[src/rtl/alu_pkg.sv]
// Shared definitions for the MicroUAZ ALU: opcode encodings, flag bit positions
// and a helper that assembles the status vector.
package alu_pkg;

    localparam int ALU_WIDTH = 8;
    localparam int FLAG_W    = 3;

    localparam logic [3:0] OP_ADD   = 4'b0000;
    localparam logic [3:0] OP_SUB   = 4'b0001;
    localparam logic [3:0] OP_AND   = 4'b0010;
    localparam logic [3:0] OP_OR    = 4'b0011;
    localparam logic [3:0] OP_XOR   = 4'b0100;
    localparam logic [3:0] OP_NOT   = 4'b0101;
    localparam logic [3:0] OP_SHL   = 4'b0110;
    localparam logic [3:0] OP_SHR   = 4'b0111;
    localparam logic [3:0] OP_ROL   = 4'b1000;
    localparam logic [3:0] OP_ROR   = 4'b1001;
    localparam logic [3:0] OP_INC   = 4'b1010;
    localparam logic [3:0] OP_DEC   = 4'b1011;
    localparam logic [3:0] OP_NEG   = 4'b1100;
    localparam logic [3:0] OP_PASSA = 4'b1101;
    localparam logic [3:0] OP_PASSB = 4'b1110;
    localparam logic [3:0] OP_CMP   = 4'b1111;

    localparam int FLAG_N = 2;
    localparam int FLAG_Z = 1;
    localparam int FLAG_C = 0;

    typedef logic [FLAG_W-1:0] flags_t;

    function automatic flags_t pack_flags(input logic n, input logic z, input logic c);
        flags_t f;
        f         = '0;
        f[FLAG_N] = n;
        f[FLAG_Z] = z;
        f[FLAG_C] = c;
        return f;
    endfunction

endpackage

[src/rtl/alu_comb.sv]
// Combinational core of the ALU: next result, next flags, and whether R0 should
// take the new result (everything except CMP).
module alu_comb
    import alu_pkg::*;
#(
    parameter int WIDTH = ALU_WIDTH
) (
    input  logic [WIDTH-1:0] a,
    input  logic [WIDTH-1:0] b,
    input  logic [3:0]       sel,
    output logic [WIDTH-1:0] result,
    output flags_t           flags,
    output logic             update_r0
);

    logic [WIDTH:0]   wide;
    logic [WIDTH-1:0] res;
    logic             carry;

    // NOTE: every output of this block gets a default before the case so no
    // path leaves a signal unassigned; that is what keeps latches out.
    always_comb begin
        wide      = '0;
        res       = '0;
        carry     = 1'b0;
        update_r0 = 1'b1;
        case (sel)
            OP_ADD: begin
                wide  = {1'b0, a} + {1'b0, b};
                res   = wide[WIDTH-1:0];
                carry = wide[WIDTH];
            end
            // The extra top bit of an unsigned subtraction is exactly the borrow.
            OP_SUB, OP_CMP: begin
                wide      = {1'b0, a} - {1'b0, b};
                res       = wide[WIDTH-1:0];
                carry     = wide[WIDTH];
                update_r0 = (sel != OP_CMP);
            end
            OP_AND:   res = a & b;
            OP_OR:    res = a | b;
            OP_XOR:   res = a ^ b;
            OP_NOT:   res = ~a;
            OP_SHL: begin
                res   = {a[WIDTH-2:0], 1'b0};
                carry = a[WIDTH-1];
            end
            OP_SHR: begin
                res   = {1'b0, a[WIDTH-1:1]};
                carry = a[0];
            end
            OP_ROL: begin
                res   = {a[WIDTH-2:0], a[WIDTH-1]};
                carry = a[WIDTH-1];
            end
            OP_ROR: begin
                res   = {a[0], a[WIDTH-1:1]};
                carry = a[0];
            end
            OP_INC: begin
                wide  = {1'b0, a} + (WIDTH+1)'(1);
                res   = wide[WIDTH-1:0];
                carry = wide[WIDTH];
            end
            OP_DEC: begin
                wide  = {1'b0, a} - (WIDTH+1)'(1);
                res   = wide[WIDTH-1:0];
                carry = wide[WIDTH];
            end
            OP_NEG: begin
                res   = '0 - a;
                carry = |a;
            end
            OP_PASSA: res = a;
            OP_PASSB: res = b;
            default: begin
                res   = '0;
                carry = 1'b0;
            end
        endcase
    end

    assign result = res;
    assign flags  = pack_flags(res[WIDTH-1], (res == '0), carry);

endmodule

[src/rtl/alu.sv]
// Registered 8-bit ALU: result and flags captured on every rising clk edge,
// cleared asynchronously by rst_n.
module alu
    import alu_pkg::*;
#(
    parameter int WIDTH = ALU_WIDTH
) (
    input  logic             clk,
    input  logic             rst_n,
    input  logic [WIDTH-1:0] RY,
    input  logic [WIDTH-1:0] RX,
    input  logic [3:0]       Sel_ALU,
    output logic [WIDTH-1:0] R0,
    output logic [2:0]       Flags
);

    logic [WIDTH-1:0] comb_result;
    flags_t           comb_flags;
    logic             comb_update;

    logic [WIDTH-1:0] r0_d, r0_q;
    flags_t           flags_d, flags_q;

    alu_comb #(
        .WIDTH (WIDTH)
    ) u_comb (
        .a         (RY),
        .b         (RX),
        .sel       (Sel_ALU),
        .result    (comb_result),
        .flags     (comb_flags),
        .update_r0 (comb_update)
    );

    // CMP refreshes only the flags; R0 recirculates its held value.
    always_comb begin
        r0_d    = comb_update ? comb_result : r0_q;
        flags_d = comb_flags;
    end

    // NOTE: state registers use non-blocking assignments so every flop samples
    // pre-edge values regardless of block ordering.
    always_ff @(posedge clk or negedge rst_n) begin
        if (!rst_n) begin
            r0_q    <= '0;
            flags_q <= '0;
        end else begin
            r0_q    <= r0_d;
            flags_q <= flags_d;
        end
    end

    assign R0    = r0_q;
    assign Flags = flags_q;

endmodule

[config.mk]
export PLATFORM = sky130hd
export DESIGN_NAME = alu
export DESIGN_NICKNAME = d
export VERILOG_FILES = /design/src/rtl/alu_pkg.sv /design/src/rtl/alu_comb.sv /design/src/rtl/alu.sv
export SDC_FILE = /design/constraint.sdc
export NUM_CORES = 1
export LEC_CHECK = 0
export CORE_MARGIN = 8
export CORE_UTILIZATION = 45
export CTS_BUF_LIST = sky130_fd_sc_hd__clkbuf_8
export CTS_CLUSTER_SIZE = 30
export DETAILED_ROUTE_END_ITERATION = 6
export HOLD_SLACK_MARGIN = 0.06
export PLACE_DENSITY_LB_ADDON = 0.3
export SLEW_MARGIN = 20
export SYNTH_ARGS = -nofsm -noshare
export SYNTH_HDL_FRONTEND = slang
export SYNTH_SLANG_ARGS = --single-unit
[constraint.sdc]
create_clock -name clk -period 1.9 [get_ports clk]
set_input_delay 0.38 -clock clk [delete_from_list [all_inputs] [get_ports clk]]
set_output_delay 0.38 -clock clk [all_outputs]
set_load 0.05 [all_outputs]
==> metrics.md <==
| Metric | Value |
|---|---|
| Antenna violations before repair | 0 |
| Average routed wire per standard cell | 22.55 µm |
| Post-synth top flop | sky130_fd_sc_hd__dfrtp_1 |
| Max Clk Rate | 395.8 MHz |
| Pin slew with the least headroom to its limit | 607.9 ps |
| Worst Reg2Reg Path Length in Cells | 1 |
| Post-synth EDFFs | 0 |
| X dimension of the die | 92.54 µm |
| Final core utilization | 0.8515 |
| Nature of the critical path startpoint | primary input |
| Final setup skew | 0 ps |
| Buffer type at the clock tree root | sky130_fd_sc_hd__clkbuf_8 |
| Crit Reg-Reg Startpoint | R0[0] |
| Global-route wire length before repair | 18.48 mm |
| Max_cap viols | 0 |
| Mean post-synth cell area | 7.164 µm² |
| GR peak layer | met2 |
| Most frequent standard cell in the layout excluding fill and tap cells | sky130_fd_sc_hd__buf_4 |
| Pwr dens | 407.5 nW/µm² |
| Final worst-path cycle share | 1.330 |
| DR DRC count | 0 |
| RSZ-0062 raised after global routing | yes |
| Register area | 275.3 µm² |
| Overall power of the completed layout | 2.006 mW |
| Violations in the final reports | setup timing |
| Largest driver fanout on the critical path | 5 |
| Final non-filler cell total | 610 |
| Standard cell area after detailed placement | 4006 µm² |
| Maximum number of pins on one net before global-route repair | 25 |
| Sinks on Clock Net | 11 |
| Critical Path Sink | R0[7] |
| Layout net count | 587 |
| GR Layer Usage met2 | 0.4666 |
| Starting density of the core | 0.4561 |
| Vias in the first global route | 3699 |
| Outcome | finished, violations left |
| Final Critical Period | 2527 ps |
| Flop2flop setup slack | 1110 ps |
| Ant diodes | 0 |
| Worst setup EP type | register |
| Via-to-Cell Ratio | 6.621 |
| Routability cong. | 0.9401 |
| Final Instance Area | 4922 µm² |
| Gr ovfl total | 0 |
| Final number of max-transition violations | 0 |
| Gr usage total | 0.2647 |
| Reg-to-reg critical path endpoint | R0[0] |
| Asr flop ratio synth | 1.000 |
| Global-route track usage on met3 | 0.03883 |
| Placement row count | 28 |
| Placed cell count | 571 |
| Iteration-0 DRC count of the detailed router | 549 |
| FILL cells | 286 |
| PortBufs | 32 |
| Layout-stage area growth over the synthesis result | 86.71% |
| Worst slew slack as a fraction of its limit | 0.5912 |
| Buffer levels on the longest clock path | 2 |
| Vias | 4039 |
| Worst hold-check path type | in -> async |
| Setup-violating endpoint count in the final report | 11 |
| Clock tree from TritonCTS | done |
| Post-synthesis sequential element count | 11 |
| Portion of the post-synthesis area used by sequential elements | 0.1044 |
| Crit path launch | RY[0] |
| Number of distinct library cell variants in the gate-level netlist after synthesis | 70 |
| Synthesized net count | 419 |
| # hold bufs at CTS | 0 |
| Detailed-placement wirelength estimate | 8.155 mm |
| Number of standard cells after synthesis | 368 |
| Critical path type | in -> reg |
| Required time worst endpoint | 2040 ps |
| Hold Fails Final Rpt | 0 |
| Number of H-tree levels | 1 |
| LEAKAGE | 2.187 nW |
| TritonCTS buffer count | 3 |
| Reg clk slew, reported paths | 50 ps |
| Worst Slack Setup Final | -626.8 ps |
| Summed negative setup slack over all endpoints | -4277 ps |
| Core Footprint | 5781 µm² |
| Clock latency reported for the late side of the worst-skew pair | 250 ps |
| Multi-input logic area | 2711 µm² |
| Total number of yosys warnings | 0 |
| Minimum hold slack | 478.9 ps |
| Worst path arrival time | 2660 ps |
| Worst-case vdd ir drop | 0.4558 mV |
| Fraction of layout instances using a drive strength above 1 | 0.5402 |
| Height of the chip | 92.54 µm |
| Fraction of met1 tracks used by global routing | 0.3056 |
| First drt pass iteration count | 6 |
| Wire length reported by the detailed router | 13.76 mm |
| Post-Syn Area | 2636 µm² |
| Worst Setup Slack post-DPL | -1396 ps |
| Leading cell types in the layout, fill and taps excluded | sky130_fd_sc_hd__buf_4, sky130_fd_sc_hd__buf_6, sky130_fd_sc_hd__nand2_1, sky130_fd_sc_hd__nor2_1, sky130_fd_sc_hd__nand3_1 |
| Die outline area | 8564 µm² |
| Top-level port count | 33 |
| Number of antenna-violating nets in the routed design | 0 |
==> critical path: stages <==
cell and delay (ps):
sky130_fd_sc_hd__buf_8 110, sky130_fd_sc_hd__buf_6 130, sky130_fd_sc_hd__buf_6 110, sky130_fd_sc_hd__or4_4 450, sky130_fd_sc_hd__o21ai_2 150, sky130_fd_sc_hd__nand3_1 90, sky130_fd_sc_hd__a32o_1 250, sky130_fd_sc_hd__a221o_1 300
sky130_fd_sc_hd__a221oi_2 280, sky130_fd_sc_hd__o21ai_2 110, sky130_fd_sc_hd__mux2_4 280
==> layout make-up <==
type                       instances  area share
multi-input combinational        302      0.5508
timing repair buffer             195      0.3427
sequential                        11     0.05592
inverter                          23     0.02237
tap                               75     0.01906
clock buffer                       3    0.008388
clock inverter                     1   0.0007626
==> cell usage after synthesis, types with 4 or more instances <==
library cell | count | share of area
sky130_fd_sc_hd__dfrtp_1 | 11 | 0.10
sky130_fd_sc_hd__mux2_2 | 8 | 0.034
sky130_fd_sc_hd__inv_1 | 22 | 0.031
sky130_fd_sc_hd__nor3_1 | 11 | 0.021
sky130_fd_sc_hd__nand2_1 | 25 | 0.036
sky130_fd_sc_hd__clkbuf_1 | 23 | 0.033
sky130_fd_sc_hd__o22ai_1 | 4 | 0.0095
sky130_fd_sc_hd__o21ai_0 | 16 | 0.030
sky130_fd_sc_hd__nor4_1 | 4 | 0.0095
sky130_fd_sc_hd__o21ai_1 | 5 | 0.0095
sky130_fd_sc_hd__nand2b_1 | 10 | 0.024
sky130_fd_sc_hd__o211ai_1 | 6 | 0.017
sky130_fd_sc_hd__a21oi_1 | 20 | 0.038
sky130_fd_sc_hd__o21bai_1 | 4 | 0.011
sky130_fd_sc_hd__buf_2 | 7 | 0.013
sky130_fd_sc_hd__a22oi_1 | 5 | 0.014
sky130_fd_sc_hd__and3_1 | 8 | 0.019
sky130_fd_sc_hd__a31oi_1 | 11 | 0.026
sky130_fd_sc_hd__nand3_1 | 16 | 0.030
sky130_fd_sc_hd__nor2b_1 | 11 | 0.026
sky130_fd_sc_hd__ha_1 | 27 | 0.13
sky130_fd_sc_hd__a221oi_1 | 5 | 0.017
sky130_fd_sc_hd__nor2_1 | 26 | 0.037
sky130_fd_sc_hd__xnor2_1 | 10 | 0.033
==> report_power, final <==
group / internal, mW / switching (mW)
Clock: 0.143 / 0.104
Sequential: 0.272 / 0.0215
Combinational: 0.689 / 0.776
Total: 1.10 / 0.902
==> routing by layer <==
metal  up-vias  wire (µm)
li1       1691          -
met1      1897       4879
met2       350       6657
met3       101       1359
met4         0        858
met5         -          0
==> timing repair <==
| item | in CTS | in global routing |
|---|---|---|
| resized for setup | 157 | 48 |
| pin swaps | 52 | 18 |
| setup buffers | 28 | 6 |
| hold endpoints to repair | 0 | 0 |
| endpoints found under the setup margin | 11 | 11 |
| cloned | 2 | 0 |
==> cells by family (layout without fill, tap and decap cells) <==
| family | after synthesis | count (layout) | share of synthesized area |
|---|---|---|---|
| compound gates | 114 | 114 | 0.3019 |
| xor+xnor | 11 | 11 | 0.03654 |
| fa+ha+maj | 29 | 29 | 0.1433 |
| buf+inv | 55 | 222 | 0.08590 |
| flops | 11 | 11 | 0.1044 |
| mux | 12 | 12 | 0.04984 |
| simple gates | 136 | 136 | 0.2781 |
==> worst min-delay path by stage <==
| stage | start | end | cells past startpoint |
|---|---|---|---|
| floorplan | rst_n | Flags[0] | 0 |
| global placement | R0[4] | R0[4] | 1 |
| detailed placement | R0[4] | R0[4] | 1 |
| CTS | rst_n | R0[7] | 1 |
| global route | rst_n | R0[0] | 1 |
| finish | rst_n | R0[0] | 1 |
==> flip-flops by register name, indices dropped and copies added (netlist names) <==
register / cells
Flags: 3
R0: 8
No activity file was read; power rests on OpenSTA's default activity.
